[src/rtl/rangefinder_sample_capture_writer_if.sv]
// Port-2 write bus of the dual-port sample RAM.
// The capture writer drives it (master) and the RAM consumes it (slave).
interface rangefinder_sample_capture_writer_if #(
    parameter int ADDR_W = 8,
    parameter int DATA_W = 8
);
    logic [ADDR_W-1:0] address2;
    logic              chipselect2;
    logic              write2;
    logic [DATA_W-1:0] writedata2;
    logic              clken2;
    logic              reset_req2;

    modport master (output address2, chipselect2, write2, writedata2, clken2, reset_req2);
    modport slave  (input  address2, chipselect2, write2, writedata2, clken2, reset_req2);
endinterface

[src/rtl/rangefinder_sample_capture_writer.sv]
// Write-side master for port 2 of the sample RAM: arm, wait for trigger, stream decimated samples.
// Optional CAPTURE_PEAK_EN adds peak_value/peak_addr tracking of the largest written sample.
module rangefinder_sample_capture_writer #(
    parameter int ADDR_W = 8,
    parameter int DATA_W = 8
) (
    input  logic                                clk,
    input  logic                                reset,
    input  logic                                arm,
    input  logic                                abort,
    input  logic                                trigger,
    input  logic [7:0]                          decim,
    input  logic [ADDR_W:0]                     num_samples,
    input  logic                                sample_valid,
    input  logic [DATA_W-1:0]                   sample_data,
    rangefinder_sample_capture_writer_if.master ram,
    output logic                                busy,
    output logic                                done,
    output logic                                irq,
    output logic [ADDR_W:0]                     count
`ifdef CAPTURE_PEAK_EN
    ,
    output logic [DATA_W-1:0]                   peak_value,
    output logic [ADDR_W-1:0]                   peak_addr
`endif
);
    localparam logic [ADDR_W:0] DEPTH = {1'b1, {ADDR_W{1'b0}}};
    localparam logic [ADDR_W:0] ONE   = {{ADDR_W{1'b0}}, 1'b1};

    typedef enum logic [1:0] {S_IDLE, S_ARMED, S_CAPTURE, S_DONE} state_t;

    state_t            state;
    logic [7:0]        decim_q;
    logic [7:0]        dcnt;
    logic [ADDR_W:0]   num_q;
    logic              wr_q;
    logic [DATA_W-1:0] wdata_q;
    logic [ADDR_W:0]   committed;
    logic              accept;
    logic              last_write;

    // committed includes a write that is registered but not yet counted, so the
    // final sample is never over-accepted during back-to-back streaming.
    assign committed  = count + {{ADDR_W{1'b0}}, wr_q};
    assign accept     = sample_valid && (dcnt == 8'd0) && (committed < num_q);
    assign last_write = wr_q && ((count + ONE) == num_q);

    // The write address is simply the number of samples already written.
    assign ram.address2    = count[ADDR_W-1:0];
    assign ram.write2      = wr_q;
    assign ram.chipselect2 = wr_q;
    assign ram.writedata2  = wdata_q;
    assign ram.clken2      = 1'b1;
    assign ram.reset_req2  = 1'b0;

    always_ff @(posedge clk) begin
        if (reset) begin
            state   <= S_IDLE;
            decim_q <= '0;
            dcnt    <= '0;
            num_q   <= '0;
            wr_q    <= 1'b0;
            wdata_q <= '0;
            count   <= '0;
            busy    <= 1'b0;
            done    <= 1'b0;
            irq     <= 1'b0;
`ifdef CAPTURE_PEAK_EN
            peak_value <= '0;
            peak_addr  <= '0;
`endif
        end else begin
            irq  <= 1'b0;
            wr_q <= 1'b0;
            if (wr_q)
                count <= count + ONE;
            // abort beats everything, but an already-raised write strobe still finishes
            if (abort) begin
                state <= S_IDLE;
                busy  <= 1'b0;
            end else begin
                case (state)
                    S_IDLE, S_DONE: begin
                        if (arm) begin
                            state   <= S_ARMED;
                            busy    <= 1'b1;
                            done    <= 1'b0;
                            decim_q <= decim;
                            num_q   <= (num_samples == '0 || num_samples > DEPTH) ? DEPTH : num_samples;
                            count   <= '0;
`ifdef CAPTURE_PEAK_EN
                            peak_value <= '0;
                            peak_addr  <= '0;
`endif
                        end
                    end
                    S_ARMED: begin
                        if (trigger) begin
                            state <= S_CAPTURE;
                            dcnt  <= '0;
                        end
                    end
                    S_CAPTURE: begin
                        if (sample_valid)
                            dcnt <= (dcnt == decim_q) ? 8'd0 : dcnt + 8'd1;
                        if (accept) begin
                            wr_q    <= 1'b1;
                            wdata_q <= sample_data;
`ifdef CAPTURE_PEAK_EN
                            if (sample_data > peak_value) begin
                                peak_value <= sample_data;
                                peak_addr  <= committed[ADDR_W-1:0];
                            end
`endif
                        end
                        if (last_write) begin
                            state <= S_DONE;
                            busy  <= 1'b0;
                            done  <= 1'b1;
                            irq   <= 1'b1;
                        end
                    end
                    default: state <= S_IDLE;
                endcase
            end
        end
    end
endmodule

[src/flat_wrapper.sv]
// flat-port wrapper written by rule: the top's interface ports become plain ports
module rangefinder_sample_capture_writer_flat 
#(
    parameter int ADDR_W = 8,
    parameter int DATA_W = 8
)
  (clk, reset, arm, abort, trigger, decim, num_samples, sample_valid, sample_data, busy, done, irq, count, ram_address2, ram_chipselect2, ram_write2, ram_writedata2, ram_clken2, ram_reset_req2);
  rangefinder_sample_capture_writer_if #(.ADDR_W(ADDR_W), .DATA_W(DATA_W)) ram_i ();
  input  logic clk;
  input  logic reset;
  input  logic arm;
  input  logic abort;
  input  logic trigger;
  input  logic [7:0] decim;
  input  logic [ADDR_W:0] num_samples;
  input  logic sample_valid;
  input  logic [DATA_W-1:0] sample_data;
  output logic busy;
  output logic done;
  output logic irq;
  output logic [ADDR_W:0] count;
  output wire logic [$bits(ram_i.address2)-1:0] ram_address2;
  output wire logic [$bits(ram_i.chipselect2)-1:0] ram_chipselect2;
  output wire logic [$bits(ram_i.write2)-1:0] ram_write2;
  output wire logic [$bits(ram_i.writedata2)-1:0] ram_writedata2;
  output wire logic [$bits(ram_i.clken2)-1:0] ram_clken2;
  output wire logic [$bits(ram_i.reset_req2)-1:0] ram_reset_req2;
  assign ram_address2 = ram_i.address2;
  assign ram_chipselect2 = ram_i.chipselect2;
  assign ram_write2 = ram_i.write2;
  assign ram_writedata2 = ram_i.writedata2;
  assign ram_clken2 = ram_i.clken2;
  assign ram_reset_req2 = ram_i.reset_req2;
  rangefinder_sample_capture_writer #(.ADDR_W(ADDR_W), .DATA_W(DATA_W)) u_core (.clk(clk), .reset(reset), .arm(arm), .abort(abort), .trigger(trigger), .decim(decim), .num_samples(num_samples), .sample_valid(sample_valid), .sample_data(sample_data), .ram(ram_i), .busy(busy), .done(done), .irq(irq), .count(count));
endmodule
[config.mk]
export PLATFORM = sky130hd
export DESIGN_NAME = rangefinder_sample_capture_writer_flat
export DESIGN_NICKNAME = d
export VERILOG_FILES = /design/src/rtl/rangefinder_sample_capture_writer_if.sv /design/src/rtl/rangefinder_sample_capture_writer.sv /design/src/flat_wrapper.sv
export SDC_FILE = /design/constraint.sdc
export NUM_CORES = 1
export LEC_CHECK = 0
export CAP_MARGIN = 20
export CORE_UTILIZATION = 45
export DETAILED_ROUTE_END_ITERATION = 10
export PLACE_DENSITY = 0.82
export SLEW_MARGIN = 0
export SYNTH_ARGS = -nofsm -noshare
export SYNTH_HDL_FRONTEND = slang
export SYNTH_SLANG_ARGS = --single-unit
[constraint.sdc]
create_clock -name clk -period 4.5 [get_ports clk]
set_input_delay 1.125 -clock clk [delete_from_list [all_inputs] [get_ports clk]]
set_output_delay 1.125 -clock clk [all_outputs]
set_load 0.005 [all_outputs]
==> results of run 1 <==
-- synthesized netlist by cell type, drive strengths merged (2+ instances only) --
master	count	area share [%]
nand3	12	2.5
dfxtp	48	34
and3	8	1.8
nand3b	6	1.6
xor2	26	8.1
o21ai	9	1.6
ha	17	7.6
buf	16	3.9
conb	2	0.27
nor4	4	0.90
xnor2	12	3.8
nand4	5	1.1
nor4b	2	0.63
inv	15	2.0
mux2i	11	3.9
nand2	40	5.5
a31oi	2	0.98
nor3	6	1.4
a21o	2	0.54
o211ai	2	0.54
nor3b	2	0.54
a21oi	22	3.9
nand2b	4	0.90
nor2	44	5.9
clkbuf	8	1.1
-- cell usage in the layout, fill, tap and decap left out, types with 7 or more instances in the layout --
cell	instances
a21oi_1	22
nor2_1	44
xor2_1	26
dfxtp_1	48
ha_1	17
nand2_1	39
nand3_1	10
mux2i_1	11
and3_1	7
o21ai_0	7
clkdlybuf4s50_1	60
xnor2_1	12
inv_1	15
-- state kept, by name, summed over array words and instances, names as in the netlist --
signal	flops
u_core.done	1
u_core.count	9
u_core.irq	1
u_core.decim_q	8
u_core.num_q	9
u_core.dcnt	8
u_core.state	2
u_core.ram.chipselect2	1
u_core.busy	1
u_core.ram.writedata2	8
-- routing by layer --
layer / vias up / GRT usage [%] / share of wire, %
li1: 1221 / - / -
met5: - / 0 / 0
met3: 6 / 5.62 / 6.1
met4: 0 / 4.64 / 1.0
met1: 1108 / 22.8 / 48
met2: 72 / 33.2 / 45
-- through the flow --
stage | utilization, % | hold WS [ns] | setup WS (ns) | instances | cell area, sq um
floorplan | - | 0.448 | 1.84 | 338 | 2800
CTS | 57.8 | 0.477 | 1.35 | 458 | 3440
global placement | 56.5 | 0.457 | 1.44 | 451 | 3360
detailed placement | 56.5 | 0.465 | 1.33 | 451 | 3360
global route | 57.8 | 0.500 | 1.09 | 458 | 3440
finish | 57.8 | 0.474 | 1.33 | 458 | 3440
-- worst max-delay path, cell delays in order (launching register included) --
cell,delay (ns)
dfxtp_1,0.59
ha_1,0.24
ha_1,0.21
nand3_1,0.15
nor2_1,0.17
xor2_1,0.09
ha_1,0.20
nor4b_1,0.25
nand3_1,0.16
nor3_2,0.19
nand3_2,0.11
a31oi_4,0.38
mux2i_1,0.27
nor2_1,0.06
-- worst max path at each step --
stage / to / slack (ns) / depth (start not counted)
2_1_floorplan: u_core.ram.writedata2[7] / 1.84 / 13
3_3_place_gp: u_core.ram.writedata2[5] / 1.44 / 8
3_5_place_dp: u_core.ram.writedata2[1] / 1.33 / 8
4_1_cts: u_core.ram.writedata2[1] / 1.35 / 13
5_1_grt: u_core.ram.writedata2[1] / 1.09 / 13
6_report: u_core.ram.writedata2[1] / 1.33 / 13
-- power by group --
part / internal, mW / switching, mW / leakage [nW] / total, mW
Clock: 0.106 / 0.144 / 0.0410 / 0.250
Sequential: 0.434 / 0.00939 / 0.388 / 0.444
Combinational: 0.0538 / 0.0526 / 0.875 / 0.106
Total: 0.594 / 0.206 / 1.30 / 0.801
-- cells by family (layout without fill, tap and decap cells) --
family,count (synthesis),in the layout
fa+ha+maj,17,17
other cells,2,2
flops,48,48
buf+inv,39,84
mux,11,11
xor+xnor,38,38
simple gates,139,139
compound gates,44,44
-- cell type report --
type                    instances  area, sq um
inverters                      15         56.3
multi-input cells             251         1640
repair buffers                 62          616
well taps                      75         93.8
clock buffers                   6         72.6
clock inverters                 1         5.00
fillers                       545         2510
flip-flops and latches         48          961
==> impl_metrics.csv, run 1 <==
group,metric,value,unit
run_status,status,"finished, final reports clean",
drt,finalWirelength,5720,um
sta,finalClockSkew,0.00542,ns
drt,first_iter_violations,127,
sta,min_period_over_period,70.4,%
min_path,hp-class,"flop to flop",
power_and_ir_drop,p_total,801,uW
die,core-area,0.00596,sq mm
critical_path,arrival,3.37,ns
die,dieArea,0.00653,sq mm
die,chipHeight,80.8,um
critical_path,critPathRequiredTime,4.70,ns
power_and_ir_drop,pwr_density_cell,233,mW/mm^2
drt,drc,0,
yosys,ys_async_sr_fraction,0,%
min_path,whs_path_depth,2,
yosys,syn_inst,338,
sta,setup_tns,0,ns
finish,nets,431,
global_route,grt_pass1_vias,2290,
sta,tightestPinTransition,0.648,ns
yosys,ys_warn_count,0,
yosys,synthSimpleGateAreaFrac,24.5,%
finish,insertedDiodeCount,0,
yosys,synthDistinctLibCells,45,
clocking,clock_path_buffers,2,
critical_path,worstSetupPathType,"flop to flop",
yosys,ys_seq_area_share,34.4,%
yosys,postSynthAreaPerCell,8.27,sq um
critical_path,r2r_end,"u_core.ram.writedata2[1]",
global_route,antenna_found_initial,0,
clocking,tritoncts,"built",
sta,rsz0062_at_grt,"no",
clocking,cts_post_setup_buffers_inserted,0,
placement,dp_hpwl,4350,um
drt,first_pass_iters,4,
yosys,netlist_area,0.00280,sq mm
global_route,grt_max_degree,19,
critical_path,crit_path_end_kind,"flop",
finish,drive_above_1_share,4.96,%
clocking,cts_made_buffers,5,
critical_path,r2r_cells,13,
die,start_util,46.9,%
placement,place_congestion,0.883,
sta,slew_headroom,56.7,%
clocking,hold_buffers,0,
global_route,grt_usage,19.1,%
sta,fin_crit,3.17,ns
critical_path,startpoint,"u_core.ram.chipselect2",
yosys,ys.flop_type,"dfxtp_1",
yosys,synth-compound-area-share,10.4,%
global_route,grt.overflow.total,0,
yosys,synth_top_family_by_area,"simple AND/OR/NAND/NOR gates",
min_path,hold_end,"u_core.decim_q[4]",
die,ios,63,
run,maxCapViolations,0,
yosys,synth-adder-area-share,7.61,%
drt,vias,2407,
critical_path,rr_startpoint,"u_core.ram.chipselect2",
clocking,cts_resized,0,
sta,maxSlewViolCount,0,
clocking,clk_latency,0.30,ns
critical_path,cp-start-kind,"flop",
clocking,clock-sinks,48,
yosys,ys_ff_latch,48,
power_and_ir_drop,leakage,1.30,nW
power_and_ir_drop,vdd.ir_drop.worst,188,uV
min_path,hp-start,"u_core.decim_q[4]",
yosys,syn_nets,386,
critical_path,worstPathMaxFanout,10,
critical_path,rrSetupSlack,1.33,ns
global_route,grt_pass1_wl,9780,um
finish,area_growth,23.1,%
drt,viasPerCell,5.26,
clocking,h-tree-depth,2,
placement,port_buffers,60,
drt,wl_per_cell,12.5,um
die,dieWidth,80.8,um
yosys,synth-xor-area-share,11.9,%
clocking,clk_transition_reported_paths,0.09,ns
sta,fmax,316,MHz
sta,finalSetupViolations,0,
clocking,cts_root_buf,"clkbuf_8",
yosys,synth_mux_area_share,3.94,%
die,rows,28,
yosys,synth_edf_count,0,
drt,ant_nets,0,
sta,hold_viol,0,
No activity file was read; power rests on OpenSTA's default activity.
==> inputs of run 2 (changes only) <==
Settings changed: PLACE_DENSITY 0.82 to 0.85.
Clock period 4.5 ns to 2.6 ns, I/O delays scaled along.
==> impl_metrics.csv, run 2 (synthesis results as in run 1) <==
group,metric,value,unit
sta,hold_viol,0,
sta,finalWorstSetupSlack,0.0131,ns
placement,pre_cts_ws,-0.156,ns
sta,fmax,387,MHz
drt,viasPerCell,5.28,
placement,post_dp_cell_area,0.00349,sq mm
clocking,clock_path_buffers,2,
clocking,cts_made_buffers,5,
critical_path,crit_path_top_delay_cell,"dfxtp_2",
clocking,clk_latency,0.31,ns
drt,top_layer_used,"met4",
sta,min_period_over_period,99.5,%
global_route,grt_max_degree,19,
sta,finalSetupViolations,0,
critical_path,arrival,2.79,ns
clocking,tritoncts,"built",
power_and_ir_drop,p_total,1.55,mW
finish,drive_above_1_share,13.3,%
placement,place_inst,466,
clocking,cts_root_buf,"clkbuf_8",
global_route,grt.overflow.total,0,
critical_path,crit_path_end_kind,"flop",
global_route,grt_usage,21.7,%
clocking,h-tree-depth,2,
critical_path,path_cells,"ha_4, nand3_2, nor3_4, xor2_1, ha_1, and3_4, nor3_4, nand3_2, a31oi_4, buf_12, mux2i_1, nor2_1",
finish,multiInputGateArea,0.00172,sq mm
drt,vias,2534,
power_and_ir_drop,sequentialPowerShare,49.5,%
power_and_ir_drop,p_sw,382,uW
finish,postLayoutCoreUtil,62.8,%
finish,nets,452,
placement,place_congestion,0.891,
global_route,grt_pass1_vias,2361,
critical_path,worstPathMaxFanout,8,
finish,insertedDiodeCount,0,
run,maxCapViolations,0,
global_route,grt_pass1_wl,10800,um
drt,first_pass_iters,4,
finish,fillers,510,
drt,finalWirelength,6750,um
finish,finalInstanceArea,0.00374,sq mm
run_status,status,"finished, final reports clean",
die,dieWidth,80.8,um
power_and_ir_drop,comb_power_share,13.0,%
power_and_ir_drop,leakage,1.46,nW
drt,wl_met3,438,um
min_path,hp-class,"flop to flop",
die,rows,28,
sta,maxSlewViolCount,0,
critical_path,critPathRequiredTime,2.80,ns
clocking,clk_transition_reported_paths,0.09,ns
finish,area_growth,33.8,%
global_route,antenna_found_initial,0,
die,dieArea,0.00653,sq mm
sta,fin_crit,2.59,ns
sta,setup_tns,0,ns
clocking,clock-sinks,48,
critical_path,cp-start-kind,"flop",
placement,port_buffers,60,
die,core-area,0.00596,sq mm
sta,whs,0.468,ns
finish,layout_common_cells,"clkdlybuf4s50_1 (60), dfxtp_1 (46), nor2_1 (43)",
drt,drc,0,
die,chipHeight,80.8,um
critical_path,max_stage_delay,0.36,ns
finish,seq_area,963,sq um
finish,final_common_cell,"clkdlybuf4s50_1",
power_and_ir_drop,clkPwrFrac,37.4,%
sta,finalClockSkew,0.0101,ns
drt,ant_nets,0,
drt,wl_per_cell,14.1,um
sta,rsz0062_at_grt,"yes",
power_and_ir_drop,cellInternalPower,1.17,mW
placement,dp_hpwl,4840,um
finish,final_cells,480,
drt,wirelength_met1,2900,um
die,start_util,46.9,%
power_and_ir_drop,switching_share,24.6,%
power_and_ir_drop,pwr_density_cell,415,mW/mm^2
finish,top_regs,"u_core.count x9, u_core.num_q x9",
drt,first_iter_violations,114,
drt,dr_wl_met2,3320,um
power_and_ir_drop,vdd.ir_drop.worst,291,uV
critical_path,worstSetupPathType,"flop to flop",
die,ios,63,
[run 2: changes by cell type in the layout (fill, tap and decap cells not counted), moves of 3 or more]
cell | previous run | this run
buf_4 | 2 | 22
nand3_1 | 10 | 7
nand3_2 | 2 | 5
ha_1 | 17 | 14
[run 2: path summary, 6_finish.rpt]
kind                                              from                       end  slack (ns)  cells after the start
worst min-delay path                 u_core.decim_q[1]         u_core.decim_q[1]        0.47                      2
worst max register to register  u_core.ram.chipselect2  u_core.ram.writedata2[2]        0.01                     12
worst max-delay path            u_core.ram.chipselect2  u_core.ram.writedata2[2]        0.01                     12
worst min register to register       u_core.decim_q[1]         u_core.decim_q[1]        0.47                      2
[run 2: power by group through the flow]
stage	clock network (mW)	logic [mW]	registers, mW
floorplan	0	0.110	0.781
CTS	0.585	0.197	0.769
detailed placement	0	0.193	0.786
global placement	0	0.186	0.785
finish	0.581	0.203	0.769
global route	0.619	0.223	0.772
[run 2: per-layer routing]
metal  vias to the layer above  global-route usage [%]
li1                       1258                       -
met1                      1179                    26.4
met2                        88                    37.1
met3                         9                    5.28
met4                         0                    7.50
met5                         -                       0
[run 2: final cells by class]
cell class	count	share of cell area, %
well taps	75	2.51
flip-flops and latches	48	25.8
repair buffers	83	21.0
clock buffers	6	2.21
inverters	15	1.51
clock inverters	2	1.04
multi-input cells	251	46.0
[run 2: what timing repair did]
| action | CTS | global route |
|---|---|---|
| buffers inserted | 2 | 4 |
| hold buffers | 0 | 0 |
| gates cloned | 0 | 0 |
| endpoints found under the setup margin | 8 | 9 |
| pin swaps | 7 | 8 |
| gates resized for setup | 12 | 4 |
[run 2: worst max-delay path: cells and delay by family (launching register included)]
| kind | cells | cell delay (ns) |
|---|---|---|
| simple gates | 6 | 0.95 |
| flops | 1 | 0.36 |
| mux | 1 | 0.19 |
| compound gates | 1 | 0.20 |
| fa+ha+maj | 2 | 0.43 |
| buf+inv | 1 | 0.16 |
| xor+xnor | 1 | 0.18 |
